## src/rtl/alu_sequencer.sv

```systemverilog
// rtl/alu_sequencer.sv - registered request sequencer driving an external 8-bit ALU (optional MUL via ALU_SEQ_MUL_EN)
module alu_sequencer #(
    parameter int n = 8
) (
    input  logic         clk,
    input  logic         rst_n,
    input  logic         req_valid,
    output logic         req_ready,
    input  logic [3:0]   req_op,
    input  logic [n-1:0] req_data,
    output logic [2:0]   alu_cntrl,
    output logic [n-1:0] alu_in1,
    output logic [n-1:0] alu_in2,
    input  logic [n-1:0] alu_out,
    input  logic         alu_V,
    input  logic         alu_Z,
    input  logic         alu_cout,
    output logic [n-1:0] acc,
    output logic         flag_V,
    output logic         flag_Z,
    output logic         flag_C,
    output logic         done
);

    localparam logic [3:0] OP_LOAD = 4'b1000;

    typedef enum logic [1:0] {
        S_IDLE,
        S_EXEC,
        S_DONE
`ifdef ALU_SEQ_MUL_EN
        ,
        S_MUL
`endif
    } state_t;

    state_t       r_state;
    logic [3:0]   r_op;
    logic [n-1:0] r_dat;
    logic [n-1:0] r_acc;
    logic         r_flag_v;
    logic         r_flag_z;
    logic         r_flag_c;
    logic         r_done;
    logic         r_req_ready;

    logic [2:0]   w_alu_cntrl;
    logic [n-1:0] w_alu_in1;
    logic [n-1:0] w_alu_in2;

`ifdef ALU_SEQ_MUL_EN
    localparam int CW = (n > 1) ? $clog2(n) : 1;
    localparam logic [CW-1:0] CNT_LAST = CW'(n - 1);

    logic [n-1:0]  r_p;
    logic [n-1:0]  r_d;
    logic [n-1:0]  r_m;
    logic [CW-1:0] r_cnt;
    logic          r_lost;
    logic          r_ovf;
    logic [n-1:0]  w_p_next;
    logic          w_ovf_next;

    // Partial product and overflow after this cycle's conditional add; a
    // multiplicand bit shifted out earlier counts as overflow once it is used.
    always_comb begin
        w_p_next   = r_m[0] ? alu_out : r_p;
        w_ovf_next = r_ovf | (r_m[0] & (alu_cout | r_lost));
    end
`endif

    // ALU operand muxing: idle default is cntrl=111, in1=acc, in2=0.
    always_comb begin
        w_alu_cntrl = 3'b111;
        w_alu_in1   = r_acc;
        w_alu_in2   = '0;
        if (r_state == S_EXEC && !r_op[3]) begin
            w_alu_cntrl = r_op[2:0];
            w_alu_in2   = r_dat;
        end
`ifdef ALU_SEQ_MUL_EN
        if (r_state == S_MUL) begin
            w_alu_cntrl = 3'b000;
            w_alu_in1   = r_p;
            w_alu_in2   = r_d;
        end
`endif
    end

    // Sequencer FSM with registered accumulator, flags, handshake and done.
    always_ff @(posedge clk) begin
        if (!rst_n) begin
            r_state     <= S_IDLE;
            r_op        <= '0;
            r_dat       <= '0;
            r_acc       <= '0;
            r_flag_v    <= 1'b0;
            r_flag_z    <= 1'b0;
            r_flag_c    <= 1'b0;
            r_done      <= 1'b0;
            r_req_ready <= 1'b1;
`ifdef ALU_SEQ_MUL_EN
            r_p         <= '0;
            r_d         <= '0;
            r_m         <= '0;
            r_cnt       <= '0;
            r_lost      <= 1'b0;
            r_ovf       <= 1'b0;
`endif
        end else begin
            r_done <= 1'b0;
            case (r_state)
                S_IDLE: begin
                    if (req_valid && r_req_ready) begin
                        r_op        <= req_op;
                        r_dat       <= req_data;
                        r_req_ready <= 1'b0;
                        r_state     <= S_EXEC;
`ifdef ALU_SEQ_MUL_EN
                        if (req_op == 4'b1001) begin
                            r_state <= S_MUL;
                            r_p     <= '0;
                            r_d     <= r_acc;
                            r_m     <= req_data;
                            r_cnt   <= '0;
                            r_lost  <= 1'b0;
                            r_ovf   <= 1'b0;
                        end
`endif
                    end
                end
                S_EXEC: begin
                    if (!r_op[3]) begin
                        r_acc    <= alu_out;
                        r_flag_v <= alu_V;
                        r_flag_z <= alu_Z;
                        r_flag_c <= alu_cout;
                    end else if (r_op == OP_LOAD) begin
                        r_acc    <= r_dat;
                        r_flag_v <= 1'b0;
                        r_flag_z <= (r_dat == '0);
                        r_flag_c <= 1'b0;
                    end
                    r_state <= S_DONE;
                    r_done  <= 1'b1;
                end
`ifdef ALU_SEQ_MUL_EN
                S_MUL: begin
                    r_p    <= w_p_next;
                    r_ovf  <= w_ovf_next;
                    r_lost <= r_lost | r_d[n-1];
                    r_d    <= r_d << 1;
                    r_m    <= r_m >> 1;
                    r_cnt  <= r_cnt + CW'(1);
                    if (r_cnt == CNT_LAST) begin
                        r_acc    <= w_p_next;
                        r_flag_c <= w_ovf_next;
                        r_flag_v <= 1'b0;
                        r_flag_z <= (w_p_next == '0);
                        r_state  <= S_DONE;
                        r_done   <= 1'b1;
                    end
                end
`endif
                S_DONE: begin
                    r_state     <= S_IDLE;
                    r_req_ready <= 1'b1;
                end
                default: begin
                    r_state     <= S_IDLE;
                    r_req_ready <= 1'b1;
                end
            endcase
        end
    end

    assign req_ready = r_req_ready;
    assign alu_cntrl = w_alu_cntrl;
    assign alu_in1   = w_alu_in1;
    assign alu_in2   = w_alu_in2;
    assign acc       = r_acc;
    assign flag_V    = r_flag_v;
    assign flag_Z    = r_flag_z;
    assign flag_C    = r_flag_c;
    assign done      = r_done;

endmodule
```

## config.mk

```make
export PLATFORM = sky130hd
export DESIGN_NAME = alu_sequencer
export DESIGN_NICKNAME = d
export VERILOG_FILES = /design/src/rtl/alu_sequencer.sv
export SDC_FILE = /design/constraint.sdc
export NUM_CORES = 1
export LEC_CHECK = 0
export ABC_AREA = 1
export ABC_CLOCK_PERIOD_IN_PS = 2800
export BUFFER_PORTS_ARGS = -buffer_cell sky130_fd_sc_hd__buf_2
export CORE_MARGIN = 2
export CORE_UTILIZATION = 49
export CTS_CLUSTER_DIAMETER = 150
export DETAILED_ROUTE_END_ITERATION = 10
export GPL_ROUTABILITY_DRIVEN = 0
export PLACE_DENSITY = 0.83
export SLEW_MARGIN = 20
export SYNTH_ARGS = -nofsm -noshare
export SYNTH_HDL_FRONTEND = slang
export SYNTH_SLANG_ARGS = --single-unit
export TNS_END_PERCENT = 50
```

## constraint.sdc

```tcl
create_clock -name clk -period 2.8 [get_ports clk]
set_input_delay 0.14 -clock clk [delete_from_list [all_inputs] [get_ports clk]]
set_output_delay 0.14 -clock clk [all_outputs]
set_load 0.03 [all_outputs]
```

==> results of run 1 <==
-- synth_stat cells --
cell | instances | area [sq um]
nand3_1 | 4 | 20.0
nand3_2 | 2 | 20.0
inv_2 | 3 | 11.3
nor2_1 | 37 | 139
nand3b_2 | 1 | 11.3
nor2_2 | 1 | 6.26
nand2_1 | 23 | 86.3
or2_1 | 2 | 12.5
inv_1 | 13 | 48.8
clkbuf_1 | 1 | 3.75
o21ai_0 | 17 | 85.1
o21bai_1 | 1 | 7.51
or2_2 | 1 | 6.26
buf_2 | 3 | 15.0
dfxtp_1 | 27 | 541
nand3b_1 | 7 | 52.6
buf_4 | 9 | 67.6
a21oi_1 | 13 | 65.1
nor3_1 | 2 | 10.0
buf_6 | 3 | 33.8
nand2_2 | 1 | 6.26
o21ai_1 | 2 | 10.0
-- state kept, by name, summed over array words and instances, names as in the netlist --
signal     count
acc            8
r_state        2
req_ready      1
flag_V         1
r_dat          8
flag_C         1
flag_Z         1
done           1
r_op           4
-- worst max path at each step --
stage | to | slack [ns]
global route | alu_cntrl[1] | 0.90
detailed placement | alu_cntrl[1] | 1.42
CTS | alu_cntrl[1] | 1.02
floorplan | alu_in2[0] | 1.52
finish | alu_cntrl[1] | 1.00
global placement | alu_cntrl[1] | 1.44
-- through the flow --
stage / instance area, sq um / power (mW) / hold WS (ns) / util [%]
floorplan: 1260 / 0.680 / 0.278 / -
global route: 1490 / 0.953 / 0.0440 / 60.8
detailed placement: 1460 / 0.728 / 0.391 / 59.5
global placement: 1460 / 0.722 / 0.391 / 59.5
CTS: 1490 / 0.899 / 0.0279 / 60.8
finish: 1490 / 0.899 / 0.0218 / 60.8
-- layer usage --
layer  part of all wire, %  wire length (microns)
met5                     0                      0
met4                   1.7                     45
met3                   7.5                    202
met2                    45                   1210
met1                    46                   1240
-- cell type report --
| cell class | instances | area [sq um] |
|---|---|---|
| fillers | 242 | 963 |
| clock inverters | 1 | 7.51 |
| repair buffers | 57 | 285 |
| inverters | 16 | 60.1 |
| well taps | 30 | 37.5 |
| flip-flops and latches | 27 | 541 |
| multi-input cells | 114 | 538 |
| clock buffers | 3 | 22.5 |
-- critical path, cell delays in order (launching register included) --
cell and delay (ns):
dfxtp_1 0.39, inv_2 0.06, nor2_2 0.13, nand2_2 0.26
or2_1 0.30, buf_2 0.17
-- kinds of logic (layout without fill, tap and decap cells) --
logic type	count (synthesis)	after routing	share of synthesized area, %
buffers and inverters	32	77	14.3
flip-flops	27	27	42.9
AO/OA/AOI/OAI	33	33	13.3
AND/OR/NAND/NOR	81	81	29.4
-- where the power goes --
group	leakage (nW)	switching [mW]	total, mW	internal, mW
clock network	0.0139	0.125	0.180	0.0548
registers	0.222	0.0207	0.445	0.424
logic	0.545	0.187	0.274	0.0869
==> flow_summary.yaml, run 1 <==
layout:
  final_common_cell: "buf_2"
  nets: 245
  area_growth_pct: 18.5
  n_antenna_cell: 0
  drive_gt1_share_pct: 32.1
  final_cell_mix: "57 x buf_2, 37 x nor2_1, 27 x dfxtp_1"
  stdcell_count: 248
detailed_routing:
  dr.pass1.iters: 4
  wl_per_cell_microns: 10.9
  ant_nets: 0
  vias: 1201
  drc: 0
  first_iter_violations: 17
  routed_wl_microns: 2700
  post_drt_via_cell_ratio: 4.84
hold_path:
  hold_end: "flag_V"
  worstHoldPathType: "in2reg"
  hold_depth: 3
  hp-start: "alu_V"
global_routing:
  grt.busiest_layer: "met2"
  grt_pass1_vias: 1040
  antenna_found_initial: 0
  gr-total-overflow: 0
  use_met2_pct: 31.2
  grt_usage_pct: 20.0
  grt_max_degree: 26
  met3_usage_pct: 4.10
  grt.met1_usage_pct: 27.0
  grt_pass1_wl_microns: 4330
worst_setup_path:
  setup.worst_path.start: "r_state[0]"
  rrSetupSlack_ns: 1.36
  rr_startpoint: "r_state[0]"
  endpoint_kind: "output pin"
  crit_type: "reg2out"
  worst_r2r_endpoint: "acc[5]"
  start_kind: "flop"
  required_ns: 2.66
  worstPathMaxFanout: 22
  critPathArrivalTime_ns: 1.66
  rr_worst_depth: 7
yosys:
  postSynthAreaPerCell_sq_um: 7.28
  synthCells: 173
  syn_nets: 199
  yosys.cell_types.count: 22
  yosys_warnings: 0
  synth_seq_cells: 27
  ys_seq_area_share_pct: 42.9
  synth_area_sq_um: 1260
timing:
  slew_violations: 0
  setup_viol: 0
  fin_crit_sh_pct: 64.2
  setup_slack_ns: 1.00
  relSlewSlack_pct: 73.1
  hold_viol: 0
  rsz0062_at_grt: "false"
  finClkSkew_ns: 0.0150
  worst_pin_slew_ns: 0.402
  min_period_ns: 1.80
  fmax_mhz: 557
  fin_setup_tns_ns: 0
cts:
  postCtsHoldBufs: 0
  insertion_delay_ns: 0.34
  clk_pin_slew_ns: 0.16
  cts_tree: "yes"
  cts_buffers: 3
  max-clock-path-buffers: 2
  clockRootBuffer: "clkbuf_4"
  cts.sinks: 27
  cts.repair.resized: 0
  htreeDepth: 1
  postCtsSetupBuffers: 0
die:
  start_util_pct: 51.3
  die_area_sq_um: 2990
  core.rowCount: 18
  die_h_microns: 54.7
  core_area_sq_um: 2450
  ios: 58
  die_w_microns: 54.7
power_and_ir_drop:
  vdd_drop_max_uv: 487
  leakagePower_nw: 0.782
  p_per_area_nw_per_um2: 603
placement:
  numPortBuffers: 57
  dp_cells: 244
  place_ws_ns: 1.42
  hpwl_microns: 2080
outcome:
  outcome: "complete, no violations"
job:
  max-cap-violations: 0
Power figures use the tool's default switching activity.
==> run 2: changes to the inputs <==
--- a/config.mk
+++ b/config.mk
@@ -6,14 +6,14 @@
 export NUM_CORES = 1
 export LEC_CHECK = 0
 export ABC_AREA = 1
-export ABC_CLOCK_PERIOD_IN_PS = 2800
+export ABC_CLOCK_PERIOD_IN_PS = 1700
 export BUFFER_PORTS_ARGS = -buffer_cell sky130_fd_sc_hd__buf_2
 export CORE_MARGIN = 2
-export CORE_UTILIZATION = 49
+export CORE_UTILIZATION = 45
 export CTS_CLUSTER_DIAMETER = 150
 export DETAILED_ROUTE_END_ITERATION = 10
 export GPL_ROUTABILITY_DRIVEN = 0
-export PLACE_DENSITY = 0.83
+export PLACE_DENSITY = 0.77
 export SLEW_MARGIN = 20
 export SYNTH_ARGS = -nofsm -noshare
 export SYNTH_HDL_FRONTEND = slang
==> constraint.sdc (replaced) <==
create_clock -name clk -period 1.7 [get_ports clk]
set_input_delay 0.085 -clock clk [delete_from_list [all_inputs] [get_ports clk]]
set_output_delay 0.085 -clock clk [all_outputs]
set_load 0.03 [all_outputs]
==> run 2 against run 1 <==
Against the previous run: global-route usage is 3.1 points lower; clock power increased by 57%; flip-flop and latch count unchanged; die area up 8.2%; design area increased by 3.6%; setup slack lost 0.88 ns; first-iteration DRC count increased to 2.8 times the previous value; via count barely moved; sequential power up 65%; critical path depth shrank 1; clock-buffer cell count unchanged; sequential share of layout area fell by 1.3 points; critical endpoint is now alu_cntrl[0]; largest cell class is now multi-input combinational cells.
==> flow_summary.yaml, run 2 (synthesis gave the netlist of run 1 again) <==
timing:
  fmax_mhz: 635
  worst_pin_slew_ns: 0.345
  fin_crit_sh_pct: 92.7
  rsz0062_at_grt: "false"
  slew_violations: 0
  relSlewSlack_pct: 77.0
  fin_setup_tns_ns: 0
  min_period_ns: 1.58
  finClkSkew_ns: 0.00914
  hold_viol: 0
  setup_viol: 0
global_routing:
  grt_max_degree: 23
  grt_usage_pct: 17.0
  antenna_found_initial: 0
  grt_pass1_wl_microns: 4420
  gr-total-overflow: 0
  grt_pass1_vias: 1030
worst_setup_path:
  endpoint_kind: "output pin"
  cp_num_cells: 4
  crit_family: "simple AND/OR/NAND/NOR gates"
  rr_startpoint: "r_state[1]"
  crit_type: "reg2out"
  rr_worst_depth: 6
  worstPathMaxFanout: 22
  setup.worst_path.start: "r_state[1]"
  critPathArrivalTime_ns: 1.49
  crit_buf_inv: 1
  start_kind: "flop"
  slowest_stage: "dfxtp_1"
  required_ns: 1.62
  cp_cell_sequence: "nor2_2 -> nand2_4 -> or2_1 -> buf_2"
  cpPeakStageDelay_ns: 0.38
  rrSetupSlack_ns: 0.35
cts:
  cts_buffers: 3
  cts_tree: "yes"
  clockRootBuffer: "clkbuf_4"
  htreeDepth: 1
  clk_pin_slew_ns: 0.15
  cts.sinks: 27
  insertion_delay_ns: 0.32
  max-clock-path-buffers: 2
die:
  die_w_microns: 56.9
  start_util_pct: 46.4
  die_h_microns: 56.9
  core.rowCount: 19
  ios: 58
  die_area_sq_um: 3240
  core_area_sq_um: 2710
layout:
  nets: 250
  n_antenna_cell: 0
  multiInputGateArea_sq_um: 543
  drive_gt1_share_pct: 32.3
  seqCellArea_sq_um: 541
  nFillCells: 279
  final_common_cell: "buf_2"
  area_growth_pct: 22.8
  final_cell_mix: "57 x buf_2, 37 x nor2_1, 27 x dfxtp_1"
detailed_routing:
  post_drt_via_cell_ratio: 4.72
  dr.pass1.iters: 4
  first_iter_violations: 47
  ant_nets: 0
  drc: 0
  routed_wl_microns: 2720
  wl_per_cell_microns: 10.7
  vias: 1200
power_and_ir_drop:
  p_per_area_nw_per_um2: 961
  leakagePower_nw: 0.808
  total_power_mw: 1.49
  vdd_drop_max_uv: 645
hold_path:
  hold_depth: 3
  worstHoldPathType: "in2reg"
  hp-start: "req_op[0]"
job:
  max-cap-violations: 0
placement:
  numPortBuffers: 57
  hpwl_microns: 2020
outcome:
  outcome: "complete, no violations"
## run 2: cell count changes in the layout (fill, tap and decap cells not counted)
cell / previous run / this run
dlygate4sd3_1: 0 / 3
nand2_4: 0 / 1
inv_2: 3 / 2
inv_4: 0 / 1
buf_4: 0 / 2
nand2_2: 1 / 0
## run 2: tightest hold or removal path, stage by stage
cell and delay, ns:
buf_2 0.08, o21ai_0 0.07, nor2_1 0.07
## run 2: metal layers
metal	vias to the layer above	global-route usage, %	wire [microns]
met3	6	2.53	183
met4	0	7.64	59
li1	639	-	-
met1	510	22.9	1280
met5	-	0	0
met2	45	26.6	1200
## run 2: worst paths after layout
path	endpoint
hold / removal	r_op[0]
setup reg to reg	acc[5]
hold reg to reg	r_state[1]
setup / recovery	alu_cntrl[0]
## run 2: through the flow
step                hold slack (ns)  std cells  utilization [%]  area, sq um  setup WS (ns)
floorplan                     0.223        173                -         1260          0.479
detailed placement            0.333        247             54.5         1480          0.331
global placement              0.333        247             54.5         1480          0.348
global route                 0.0242        254             57.0         1550        0.00949
CTS                        0.000892        253             56.6         1530         0.0858
finish                      0.00998        254             57.0         1550          0.125
## run 2: area by class of cell
class,count,area share (%)
Clock inverter,1,0.486
Sequential cell,27,35.0
Clock buffer,3,1.46
Timing Repair Buffer,62,21.4
Multi-Input combinational cell,114,35.1
Inverter,16,4.05
Tap cell,31,2.51
## run 2: where the power goes
part           switching (mW)  leakage (nW)  internal [mW]
combinational           0.315         0.571          0.155
sequential             0.0343         0.222          0.699
clock                   0.192        0.0139         0.0898
total                   0.542         0.808          0.944
## run 2: what timing repair did
action,in CTS,in global routing
setup buffers,0,0
hold buffers,2,1
resized for setup,1,1
endpoints found under the setup margin,2,1
hold endpoints to repair,2,1
